==> src/rtl/joysplitter_scheduler_if.sv <==
// joysplitter_scheduler_if: joystick port bundle between the splitter scheduler and its host
interface joysplitter_scheduler_if;
  logic       enable;
  logic [5:0] db9_in;
  logic       joy_sel;
  logic [5:0] joy1_out;
  logic [5:0] joy2_out;
  logic       sample_strobe;
  modport master (output enable, db9_in, input joy_sel, joy1_out, joy2_out, sample_strobe);
  modport slave (input enable, db9_in, output joy_sel, joy1_out, joy2_out, sample_strobe);
endinterface

==> src/rtl/joysplitter_scheduler.sv <==
// joysplitter_scheduler: time-multiplexes one DB9 port between two joysticks with settle, sample and debounce
module joysplitter_scheduler #(
  parameter int PERIOD = 28000,
  parameter int SETTLE = 56
) (
  input  logic                    clk,
  input  logic                    rst,
  joysplitter_scheduler_if.slave  bus
);
  localparam int CW = $clog2(PERIOD);
  localparam logic [5:0] IDLE = 6'h3F;
  typedef enum logic [1:0] {S_SETTLE, S_SAMPLE, S_HOLD} state_t;
  state_t state_q, state_d;
  logic [CW-1:0] cnt_q, cnt_d;
  logic slot_q, slot_d;
  logic [5:0] sync1_q, sync2_q;
  logic [5:0] prev0_q, prev0_d, prev1_q, prev1_d;
  logic [5:0] joy1_q, joy1_d, joy2_q, joy2_d;
  logic strobe_q, strobe_d;
  logic abort, wrap, smp;
  assign bus.joy_sel = slot_q;
  assign bus.joy1_out = joy1_q;
  assign bus.joy2_out = joy2_q;
  assign bus.sample_strobe = strobe_q;
  // two-flop synchronizer for the asynchronous DB9 lines
  always_ff @(posedge clk or posedge rst)
    if (rst) {sync2_q, sync1_q} <= {IDLE, IDLE};
    else {sync2_q, sync1_q} <= {sync1_q, bus.db9_in};
  // slot phase, counter and debounce registers
  always_ff @(posedge clk or posedge rst)
    if (rst) begin
      state_q <= S_SETTLE;
      cnt_q <= '0;
      slot_q <= 1'b0;
      prev0_q <= IDLE;
      prev1_q <= IDLE;
      joy1_q <= IDLE;
      joy2_q <= IDLE;
      strobe_q <= 1'b0;
    end else begin
      state_q <= state_d;
      cnt_q <= cnt_d;
      slot_q <= slot_d;
      prev0_q <= prev0_d;
      prev1_q <= prev1_d;
      joy1_q <= joy1_d;
      joy2_q <= joy2_d;
      strobe_q <= strobe_d;
    end
  // disabling while on joystick 2 restarts slot 0 at once and drops any pending sample
  always_comb begin
    abort = !bus.enable && slot_q;
    wrap = cnt_q == CW'(PERIOD - 1);
    smp = (state_q == S_SAMPLE) && !abort;
    cnt_d = (abort || wrap) ? '0 : cnt_q + CW'(1);
    slot_d = abort ? 1'b0 : wrap ? (bus.enable && !slot_q) : slot_q;
    state_d = (cnt_d < CW'(SETTLE)) ? S_SETTLE : (cnt_d == CW'(SETTLE)) ? S_SAMPLE : S_HOLD;
    prev0_d = (smp && !slot_q) ? sync2_q : prev0_q;
    prev1_d = !bus.enable ? IDLE : (smp && slot_q) ? sync2_q : prev1_q;
    joy1_d = (smp && !slot_q && sync2_q == prev0_q) ? sync2_q : joy1_q;
    joy2_d = !bus.enable ? IDLE : (smp && slot_q && sync2_q == prev1_q) ? sync2_q : joy2_q;
    strobe_d = smp;
  end
endmodule

==> src/flat_wrapper.sv <==
// flat-port wrapper written by rule: the top's interface ports become plain ports
module joysplitter_scheduler_flat 
#(
  parameter int PERIOD = 28000,
  parameter int SETTLE = 56
)
  (clk, rst, bus_enable, bus_db9_in, bus_joy_sel, bus_joy1_out, bus_joy2_out, bus_sample_strobe);
  joysplitter_scheduler_if bus_i ();
  input  logic clk;
  input  logic rst;
  input wire logic [$bits(bus_i.enable)-1:0] bus_enable;
  input wire logic [$bits(bus_i.db9_in)-1:0] bus_db9_in;
  output wire logic [$bits(bus_i.joy_sel)-1:0] bus_joy_sel;
  output wire logic [$bits(bus_i.joy1_out)-1:0] bus_joy1_out;
  output wire logic [$bits(bus_i.joy2_out)-1:0] bus_joy2_out;
  output wire logic [$bits(bus_i.sample_strobe)-1:0] bus_sample_strobe;
  assign bus_i.enable = bus_enable;
  assign bus_i.db9_in = bus_db9_in;
  assign bus_joy_sel = bus_i.joy_sel;
  assign bus_joy1_out = bus_i.joy1_out;
  assign bus_joy2_out = bus_i.joy2_out;
  assign bus_sample_strobe = bus_i.sample_strobe;
  joysplitter_scheduler #(.PERIOD(PERIOD), .SETTLE(SETTLE)) u_core (.clk(clk), .rst(rst), .bus(bus_i));
endmodule
==> config.mk <==
export PLATFORM = sky130hd
export DESIGN_NAME = joysplitter_scheduler_flat
export DESIGN_NICKNAME = d
export VERILOG_FILES = /design/src/rtl/joysplitter_scheduler_if.sv /design/src/rtl/joysplitter_scheduler.sv /design/src/flat_wrapper.sv
export SDC_FILE = /design/constraint.sdc
export NUM_CORES = 1
export LEC_CHECK = 0
export ABC_AREA = 1
export CAP_MARGIN = 25
export CORE_AREA = 5 5 90 92
export DETAILED_ROUTE_END_ITERATION = 8
export DIE_AREA = 0 0 95 97
export SYNTH_ARGS = -nofsm -noshare
export SYNTH_HDL_FRONTEND = slang
export SYNTH_SLANG_ARGS = --single-unit
==> constraint.sdc <==
create_clock -name clk -period 1.6 [get_ports clk]
set_input_delay 0.32 -clock clk [delete_from_list [all_inputs] [get_ports clk]]
set_output_delay 0.32 -clock clk [all_outputs]
set_load 0.02 [all_outputs]
==> out/results.ini <==
[outcome]
status=finished, violations left
violations=setup timing

[sta]
period_share=1.045
timing.hold.ws_ps=360.9
max_freq_ghz=0.5983
layout_min_cycle_time_ps=1671
clock_skew_ps=6.325
setup_slack_ps=-71.28
hold_viol=0
slew-limit-headroom=0.8080
slew_violations=0
tightest_slew_ps=288.0
setup_viol=2
rsz0062_at_grt=true

[floorplanning]
die_y_um=97
fp-row-count=31
core_mm2=0.007137
io_pins=23
die_x_um=95
dieArea_mm2=0.009215
initial_core_util=0.3701

[min_path]
hold_end=u_core.sync2_q[4]$_DFF_PP1_
worstHoldStart=u_core.sync1_q[4]$_DFF_PP1_
hold_depth=0
hold_class=reg -> reg

[global_route]
grt_max_degree=56
grt_pass1_wl_um=8866
grt_pass1_vias=1902
gr-total-overflow=0
antenna_found_initial=0
grtUsageTotal=0.1195

[cts]
clk_path_buf_depth=2
cts_buffers=5
clkTransAtPathRegs_ps=100
clk_latency_ps=320
htree_levels=2
cts_hold_buf=0
clockRootBuffer=clkbuf_8
clock-sinks=55
cts_tree=built

[final_layout]
final_cell_count_no_fill=448
drive_gt1_frac=0.4097
final_core_util=0.4918
fillers=696
area_growth_pct=32.88
final_cell_mix=nand2_1 (54), nor2_1 (45), dfstp_2 (36)
num_antenna_cells=0
layout_commonest_cell=nand2_1
nets=358

[synth]
ys_top_cells_by_area=dfstp_2 (36%), dfrtp_1 (18%), nand2_1 (8.1%), nor2_1 (7.0%), inv_1 (3.8%)
synth_cell_type_count=38
avgSynthCellArea_um2=9.300
syn_inst=284
ys_ff_latch=55
netlist.area_leader.share=0.3581
seq_area_frac_synth=0.5381
synthesis.nets=294
syn_area_mm2=0.002641
synth.largest_area_cell=dfstp_2
yosys_warnings=0

[place]
gp_congestion=0.8197
dp_hpwl_um=3690
port_buffers=22
place_ws_ps=-341.0
dp.cells=426

[route]
num_vias=1937
first_pass_iters=4
drtIter0Drc=118
viasPerCell=4.324
ant_nets=0
drt_wl_total_um=5322
drc_errors=0
routedWlPerCell_um=11.88

[setup_path]
reg2reg_to=u_core.state_q[1]$_DFF_PP0_
worst_setup_path_start_kind=register
end_kind=register
worstPathArrival_ps=1890
reg2reg_depth=13
regToRegStartpoint=u_core.cnt_q[1]$_DFF_PP0_
crit_type=reg -> reg
crit_start=u_core.cnt_q[1]$_DFF_PP0_
cp_data_required_time_ps=1810
rrSetupSlack_ps=-70
cp_max_fo=4

[power]
leakage_nw=1.646
power_density_mw_per_mm2=686.0
ir_worst_vdd_uv=303.8
power_mw=2.408

[flow_run]
max-cap-violations=0

[stage by stage]
| stage | setup TNS, ps | instance area, µm² |
|---|---|---|
| final | -122.0 | 3510 |
| after global routing | -982.6 | 3510 |
| after detailed placement | -5276 | 3179 |
| after CTS | -174.5 | 3301 |
| after floorplan | 0 | 2645 |
| after global placement | -4186 | 3179 |
[state kept, by name (all words and copies together), names as in the netlist]
register	count
u_core.bus.sample_strobe	1
u_core.cnt_q	15
u_core.prev0_q	6
u_core.sync1_q	6
u_core.state_q	2
u_core.bus.joy2_out	6
u_core.bus.joy_sel	1
u_core.prev1_q	6
u_core.sync2_q	6
u_core.bus.joy1_out	6
[where the power goes]
group	internal [mW]	switching, mW	leakage [nW]	total [mW]
clock network	0.318	0.493	0.0489	0.811
logic	0.0532	0.0825	0.970	0.136
registers	1.44	0.0196	0.627	1.46
[synth_stat cells]
library cell / number
inv_4: 1
nor3_2: 1
dfrtp_1: 19
buf_2: 1
nand2_4: 3
nor2_2: 8
o21bai_1: 2
nor2_4: 1
or2_2: 1
nand2_1: 57
nand4_2: 1
ha_1: 1
nand4_1: 4
a21oi_2: 1
nor3_1: 1
dfstp_2: 36
xor2_1: 8
nor2_1: 49
nand3_2: 3
clkinv_2: 1
clkbuf_1: 2
nand4_4: 1
a21oi_1: 1
buf_8: 1
o21ai_0: 9
inv_2: 2
nand2_2: 8
o21ai_2: 6
a31oi_1: 6
buf_6: 2
nor2_8: 1
clkinv_1: 1
o211ai_1: 1
nor3_4: 1
xnor2_1: 5
a31o_2: 1
nand3_1: 10
inv_1: 27
[cell families after synthesis]
family                   after synthesis  synth area share
AO/OA/AOI/OAI                         27           0.06821
XOR/XNOR                              13           0.04311
AND/OR/NAND/NOR                      150            0.2800
flip-flops                            55            0.5381
buffers and inverters                 38           0.06584
adder cells (fa/ha/maj)                1          0.004736
[layout make-up]
class                      instances  area (µm²)  share of cell area
inverter                          32       128.9             0.03672
multi-input combinational        192        1190              0.3390
clock buffer                       5       68.82             0.01961
timing repair buffer              62       554.3              0.1579
tap                               99       123.9             0.03529
sequential                        55        1421              0.4050
clock inverter                     3       22.52            0.006417
[worst max-delay path, stage by stage (launching register included)]
cell      delay (ps)
dfrtp_1          400
ha_4             160
nand2_4           70
inv_4             70
nand2_4           60
nor2_4           110
nand2_4           90
buf_6            130
o211ai_1          70
nand2_1          110
nor2_4           130
nand2_1           50
nand2_1           60
nand2_1           50
[how the worst max path moves through the flow]
stage | endpoint | slack [ps] | depth (start not counted)
final | u_core.state_q[1]$_DFF_PP0_ | -70 | 13
after CTS | u_core.state_q[1]$_DFF_PP0_ | -80 | 12
after floorplan | u_core.state_q[0]$_DFF_PP0_ | 20 | 12
after global placement | u_core.bus.joy2_out[0]$_DFFE_PP1P_ | -280 | 11
after global routing | u_core.state_q[1]$_DFF_PP0_ | -170 | 13
after detailed placement | u_core.bus.joy2_out[3]$_DFFE_PP1P_ | -340 | 11
[metal layers]
metal  vias up  part of all wire  GRT usage
li1       1011                 -          -
met3         8             0.033    0.02483
met5         -                 0          0
met1       889              0.51     0.1769
met4         0             0.016    0.04329
met2        29              0.44     0.1703
[what timing repair did]
item                                    CTS  global route
gates resized for setup                  24            29
endpoints found under the setup margin   20            14
buffers inserted                          1            13
pin swaps                                 0            20
gates cloned                              1             0
Power figures use the tool's default switching activity.
